`config.mk`:
```
export PLATFORM = sky130hd
export DESIGN_NAME = rp_axi_rd_sm
export DESIGN_NICKNAME = d
export VERILOG_FILES = /design/src/rtl/rp_axi_rd_sm.sv
export SDC_FILE = /design/constraint.sdc
export NUM_CORES = 2
export LEC_CHECK = 0
export BUFFER_PORTS_ARGS = -buffer_cell sky130_fd_sc_hd__buf_4
export CAP_MARGIN = 20
export CORE_MARGIN = 5
export CORE_UTILIZATION = 64
export CTS_BUF_LIST = sky130_fd_sc_hd__clkbuf_2
export CTS_CLUSTER_DIAMETER = 30
export DETAILED_ROUTE_END_ITERATION = 8
export PLACE_DENSITY = 0.82
export SKIP_LAST_GASP = 1
export SYNTH_ARGS = -nofsm -noshare
export SYNTH_HDL_FRONTEND = slang
export SYNTH_SLANG_ARGS = --single-unit
```
`constraint.sdc`:
```
create_clock -name axi_clk_i -period 8.1 [get_ports axi_clk_i]
set_clock_uncertainty 0.1 [all_clocks]
set_input_delay 0.405 -clock axi_clk_i [delete_from_list [all_inputs] [get_ports axi_clk_i]]
set_output_delay 0.405 -clock axi_clk_i [all_outputs]
set_load 0.05 [all_outputs]
```
`src/rtl/rp_axi_rd_sm.sv`:
```
// rp_axi_rd_sm: burst-read playback engine, DDR ring [start,stop) -> word FIFO -> 4 x 16-bit samples.
// Build option RP_AXI_RD_UF_CNT_EN adds a saturating underflow-read counter on axi_uf_cnt_o.
module rp_axi_rd_sm #(
  parameter int DW = 14,
  parameter int FW = 5   // FIFO must hold at least two bursts (FW >= 5)
) (
  input  logic          axi_clk_i,
  input  logic          axi_rstn_i,
  output logic [31:0]   axi_raddr_o,
  output logic [3:0]    axi_rlen_o,
  output logic          axi_rvalid_o,
  input  logic          axi_rrdy_i,
  input  logic [63:0]   axi_rdata_i,
  input  logic          axi_rdv_i,
  input  logic          axi_rlast_i,
  input  logic          axi_rerr_i,
  input  logic          set_axi_en_i,
  input  logic [31:0]   set_axi_start_i,
  input  logic [31:0]   set_axi_stop_i,
  input  logic          dac_start_i,
  input  logic          dac_rst_i,
  input  logic          dac_rd_i,
  output logic [DW-1:0] dac_dat_o,
  output logic          dac_dv_o,
  output logic [31:0]   axi_rp_cur_o,
  output logic [31:0]   axi_uf_cnt_o,
  output logic [7:0]    axi_state_o
);
  localparam int          DEPTH   = 1 << FW;
  localparam logic [FW:0] LVL_MAX = (FW+1)'(DEPTH - 16);
  localparam logic [31:0] BURST_B = 32'd128;

  typedef enum logic [1:0] {IDLE = 2'd0, REQ = 2'd1, DATA = 2'd2, DRAIN = 2'd3} state_t;

  state_t        state_q, state_d;
  logic          run_q, run_d;
  logic [31:0]   addr_q, addr_d, cur_q, cur_d, addr_inc;
  logic          clr, last_beat, push, pop, rd_hit, uf_rd;
  logic [63:0]   mem_q [DEPTH];
  logic [63:0]   head;
  logic [FW-1:0] wptr_q, rptr_q;
  logic [FW:0]   lvl_q;
  logic [1:0]    sel_q;
  logic [DW-1:0] dat_q;
  logic          dv_q, uf_q, err_q;

  assign clr       = dac_start_i | dac_rst_i;
  assign last_beat = axi_rdv_i & axi_rlast_i;
  assign addr_inc  = addr_q + BURST_B;
  assign push      = (state_q == DATA) & axi_rdv_i & ~clr;
  // a read strobe coincident with a clear is dropped
  assign rd_hit    = dac_rd_i & ~clr & (lvl_q != '0);
  assign uf_rd     = dac_rd_i & ~clr & (lvl_q == '0);
  assign pop       = rd_hit & (sel_q == 2'd3);
  assign head      = mem_q[rptr_q];

  always_ff @(posedge axi_clk_i or negedge axi_rstn_i) begin
    if (!axi_rstn_i) begin
      state_q <= IDLE;
      run_q   <= 1'b0;
      addr_q  <= '0;
      cur_q   <= '0;
    end else begin
      state_q <= state_d;
      run_q   <= run_d;
      addr_q  <= addr_d;
      cur_q   <= cur_d;
    end
  end

  always_comb begin
    state_d      = state_q;
    run_d        = run_q;
    addr_d       = addr_q;
    cur_d        = cur_q;
    axi_rvalid_o = 1'b0;
    case (state_q)
      // one burst outstanding at most, so 16 free words at issue guarantees room
      IDLE: if (run_q && set_axi_en_i && lvl_q <= LVL_MAX) state_d = REQ;
      REQ: begin
        axi_rvalid_o = ~clr;
        if (axi_rrdy_i) begin
          state_d = DATA;
          cur_d   = addr_q;
          addr_d  = (addr_inc >= set_axi_stop_i) ? set_axi_start_i : addr_inc;
        end
      end
      DATA, DRAIN: if (last_beat) state_d = IDLE;
      default: state_d = IDLE;
    endcase
    if (clr) begin
      addr_d = set_axi_start_i;
      cur_d  = set_axi_start_i;
      run_d  = dac_start_i & ~dac_rst_i;
      if (state_q == IDLE || state_q == REQ) state_d = IDLE;
      else if (!last_beat)                   state_d = DRAIN;
    end
  end

  always_ff @(posedge axi_clk_i) begin
    if (push) mem_q[wptr_q] <= axi_rdata_i;
  end

  always_ff @(posedge axi_clk_i or negedge axi_rstn_i) begin
    if (!axi_rstn_i) begin
      wptr_q <= '0;
      rptr_q <= '0;
      lvl_q  <= '0;
      sel_q  <= '0;
      dat_q  <= '0;
      dv_q   <= 1'b0;
      uf_q   <= 1'b0;
      err_q  <= 1'b0;
    end else begin
      dv_q <= dac_rd_i & ~clr;
      if (rd_hit) dat_q <= head[{sel_q, 4'b0000} +: DW];
      if (clr) begin
        wptr_q <= '0;
        rptr_q <= '0;
        lvl_q  <= '0;
        sel_q  <= '0;
        uf_q   <= 1'b0;
        err_q  <= 1'b0;
      end else begin
        if (push)   wptr_q <= wptr_q + 1'b1;
        if (pop)    rptr_q <= rptr_q + 1'b1;
        if (rd_hit) sel_q  <= sel_q + 2'd1;
        if (push && !pop)      lvl_q <= lvl_q + 1'b1;
        else if (pop && !push) lvl_q <= lvl_q - 1'b1;
        if (uf_rd)               uf_q  <= 1'b1;
        if (push && axi_rerr_i)  err_q <= 1'b1;
      end
    end
  end

`ifdef RP_AXI_RD_UF_CNT_EN
  logic [31:0] ufc_q;
  always_ff @(posedge axi_clk_i or negedge axi_rstn_i) begin
    if (!axi_rstn_i)                          ufc_q <= '0;
    else if (clr)                             ufc_q <= '0;
    else if (uf_rd && ufc_q != 32'hFFFF_FFFF) ufc_q <= ufc_q + 32'd1;
  end
  assign axi_uf_cnt_o = ufc_q;
`else
  assign axi_uf_cnt_o = 32'h0;
`endif

  assign axi_raddr_o  = addr_q;
  assign axi_rlen_o   = 4'hF;
  assign axi_rp_cur_o = cur_q;
  assign dac_dat_o    = dat_q;
  assign dac_dv_o     = dv_q;
  assign axi_state_o  = {4'h0, uf_q, err_q, state_q};

endmodule

```
==> impl_metrics.tcl <==
set metrics [dict create \
    viasPerCell 6.65 \
    ys_seq_elements 1894 \
    start_util_pct 64.4 \
    cts_made_buffers 460 \
    port_buffers 213 \
    setup_tns_ns 0 \
    drt-met1-wl_um 66700 \
    cts_htree_levels 5 \
    dp_hpwl_um 96800 \
    wl_per_cell_um 30.3 \
    grt_pass1_vias 44100 \
    yosysWarningCount 0 \
    met2_length_um 94800 \
    hold_path.class "input pin to register" \
    hold_end "mem_q[4][4]" \
    first_pass_iters 9 \
    power.total_w 0.0177 \
    hold_violations 0 \
    grt_pass1_wl_um 285000 \
    worstReg2RegEnd "axi_raddr_o[0]" \
    root_buffer "clkbuf_2" \
    holdWs_ns 0.112 \
    drtIter0Drc 6442 \
    grt_start_max_net_pins 125 \
    postRouteAntennaNets 0 \
    maxCapViolCount 0 \
    async_flop_share_pct 5.39 \
    overflow 0 \
    ios 262 \
    routed_wl_um 196000 \
    synth_fa_ha_area_share_pct 0.748 \
    clockBufferDepth 4 \
    cp_data_arrival_time_ns 8.38 \
    synth-seq-area-share_pct 75.6 \
    mostFrequentLayoutCells "edfxtp_1 (1,792), clkbuf_2 (672), mux4_2 (334), dlygate4sd3_1 (289), buf_4 (289)" \
    outcome "finished with violations" \
    core_area_mm2 0.116 \
    p_leak_nw 28.1 \
    syn-cell-area_mm2 0.0746 \
    power.density_mw_per_mm2 209 \
    die_h_um 351 \
    stdcell_count 6460 \
    die_area_mm2 0.123 \
    place_ws_ns 2.87 \
    tritoncts "done" \
    synth_mux_area_share_pct 14.1 \
    clk_pin_slew_ns 0.10 \
    holdPathStages 3 \
    end_kind "register" \
    top_layer "met5" \
    mostFrequentLayoutCell "edfxtp_1" \
    r2r_slack_ns 1.19 \
    drc 22 \
    synthDistinctLibCells 69 \
    final_layout_size_suffix_gt1_share_pct 28.5 \
    grt_usage_pct 32.2 \
    row_count 125 \
    die_x_um 351 \
    fillerInstances 6490 \
    synth_ff_type "edfxtp_1" \
    synth_top_family_by_area "multiplexers" \
    slew_viol_final 0 \
    violations "design-rule violations" \
    synthCells 3775 \
    dpl.cell_count 5372 \
    finalCritPeriodShare_pct 85.3 \
    slew_headroom_pct 18.4 \
    rsz0062_at_grt "false" \
    setup_viol 0 \
    path_class "register to register" \
    antenna_found_initial 15 \
    ir_drop_v 0.000146 \
    area_growth_syn_to_layout_pct 13.6 \
    clock.fmax_ghz 0.145 \
    seq_area_mm2 0.0564 \
    synth-edff-count 1792 \
    synth_compound_area_share_pct 4.93 \
    r2r_start "axi_raddr_o[7]" \
    critPathLaunchType "register" \
    worstSkewPairLatency_ns 1.82 \
    wl_met3_um 24500 \
    tightest_slew_ns 1.22 \
    postCtsResizedCells 0 \
    gp_congestion 0.825 \
    period_needed_ns 6.91 \
    reg2reg_depth 17 \
    min-delay-start "axi_rdata_i[4]" \
    nNetsFinal 4790 \
    setup_ws_ns 1.19 \
    vias 42900 \
    multi_input_area_mm2 0.0169 \
    critical_path.max_fanout 18 \
    clock_sinks 1894 \
    crit_required_ns 9.57 \
    synthSimpleGateAreaFrac_pct 1.88 \
    synth_xor_area_share_pct 0.423 \
    avgSynthCellArea_um2 19.8 \
]
[metal layers]
layer	GRT usage, %	vias to the layer above
li1	-	17400
met1	42.4	21400
met2	50.7	3461
met3	8.81	653
met4	15.7	10
met5	0	-
[metrics by stage]
step	area, um^2	utilization, %
after floorplan	74700	-
after global placement	77800	67.1
after detailed placement	77800	67.1
after CTS	84500	72.9
after global routing	84700	73.1
final	84700	73.1
[sequential cells by signal (all words and copies together), names as in the netlist]
name,count
state_q,2
axi_raddr_o,32
axi_rp_cur_o,32
sel_q,2
rptr_q,5
dac_dat_o,14
lvl_q,6
mem_q,1792
dac_dv_o,1
uf_q,1
err_q,1
wptr_q,5
run_q,1
[cell families (layout without fill, tap and decap cells)]
family / after synthesis / in the layout
compound gates: 521 / 521
xor+xnor: 36 / 36
fa+ha+maj: 44 / 44
buf+inv: 341 / 1451
flops: 1894 / 1894
mux: 630 / 630
other cells: 2 / 53
simple gates: 307 / 307
[power breakdown]
group | total, W | switching, W | internal [W] | leakage, nW
sequential | 0.0108 | 0.0000899 | 0.0108 | 17.4
clock | 0.00594 | 0.00365 | 0.00228 | 3.05
combinational | 0.000930 | 0.000600 | 0.000330 | 7.64
total | 0.0177 | 0.00434 | 0.0134 | 28.1
[cell usage after synthesis, types with 15 or more instances]
master     number  share of area [%]
a2111oi_0      25               0.29
a211oi_1       26               0.26
a21oi_1       106               0.71
a221oi_1       16               0.19
a222oi_1       32               0.43
a22o_1         15               0.18
a22oi_1        56               0.56
buf_1          17              0.086
buf_2          35               0.23
buf_4          77               0.78
buf_6          15               0.23
clkbuf_1      113               0.57
dfrtp_1       102                3.4
edfxtp_1     1792                 72
ha_1           43               0.72
inv_1          81               0.41
mux2_2         18               0.27
mux2i_1       278                3.7
mux4_2        334                 10
nand2_1       120               0.60
nand3_1        37               0.25
nand4_1        22               0.18
nor2_1         73               0.37
o21ai_0        72               0.48
o221ai_1       46               0.54
o22ai_1        43               0.36
o31ai_1        15               0.15
xnor2_1        28               0.33
[final cells by class]
cell class              instances  share of cell area [%]
multi-input cells            1578                    19.9
repair buffers                592                    6.32
inverters                      82                   0.363
clock inverters               105                   0.586
well taps                    1524                    2.25
diodes                         13                  0.0384
flip-flops and latches       1894                    66.5
clock buffers                 672                    3.97
[how the worst max path moves through the flow]
stage                          end  cells after the start            from
floorplan             mem_q[16][0]                      5      state_q[1]
global placement    axi_raddr_o[3]                     15  axi_raddr_o[7]
detailed placement  axi_raddr_o[2]                     15  axi_raddr_o[7]
CTS                 axi_raddr_o[6]                     17  axi_raddr_o[7]
global route        axi_raddr_o[0]                     17  axi_raddr_o[7]
finish              axi_raddr_o[0]                     17  axi_raddr_o[7]
[timing repair]
item                       CTS  global route
hold endpoints to repair  3558             6
hold buffers               287             3
buffers inserted             0             0
[critical path: stages (launching register included)]
cell	delay [ns]
dfrtp_1	0.54
ha_1	0.35
and4_1	0.32
nand3_1	0.19
nor2_1	0.55
nand3_1	0.20
xnor2_1	0.28
ha_1	0.31
a21o_1	0.19
a21o_1	0.19
a21oi_1	0.21
o211ai_1	0.16
a211oi_4	0.20
dlygate4sd3_1	1.21
buf_4	0.46
or2_1	0.38
mux2_2	0.37
dlygate4sd3_1	0.57
No activity file was read; power rests on OpenSTA's default activity.
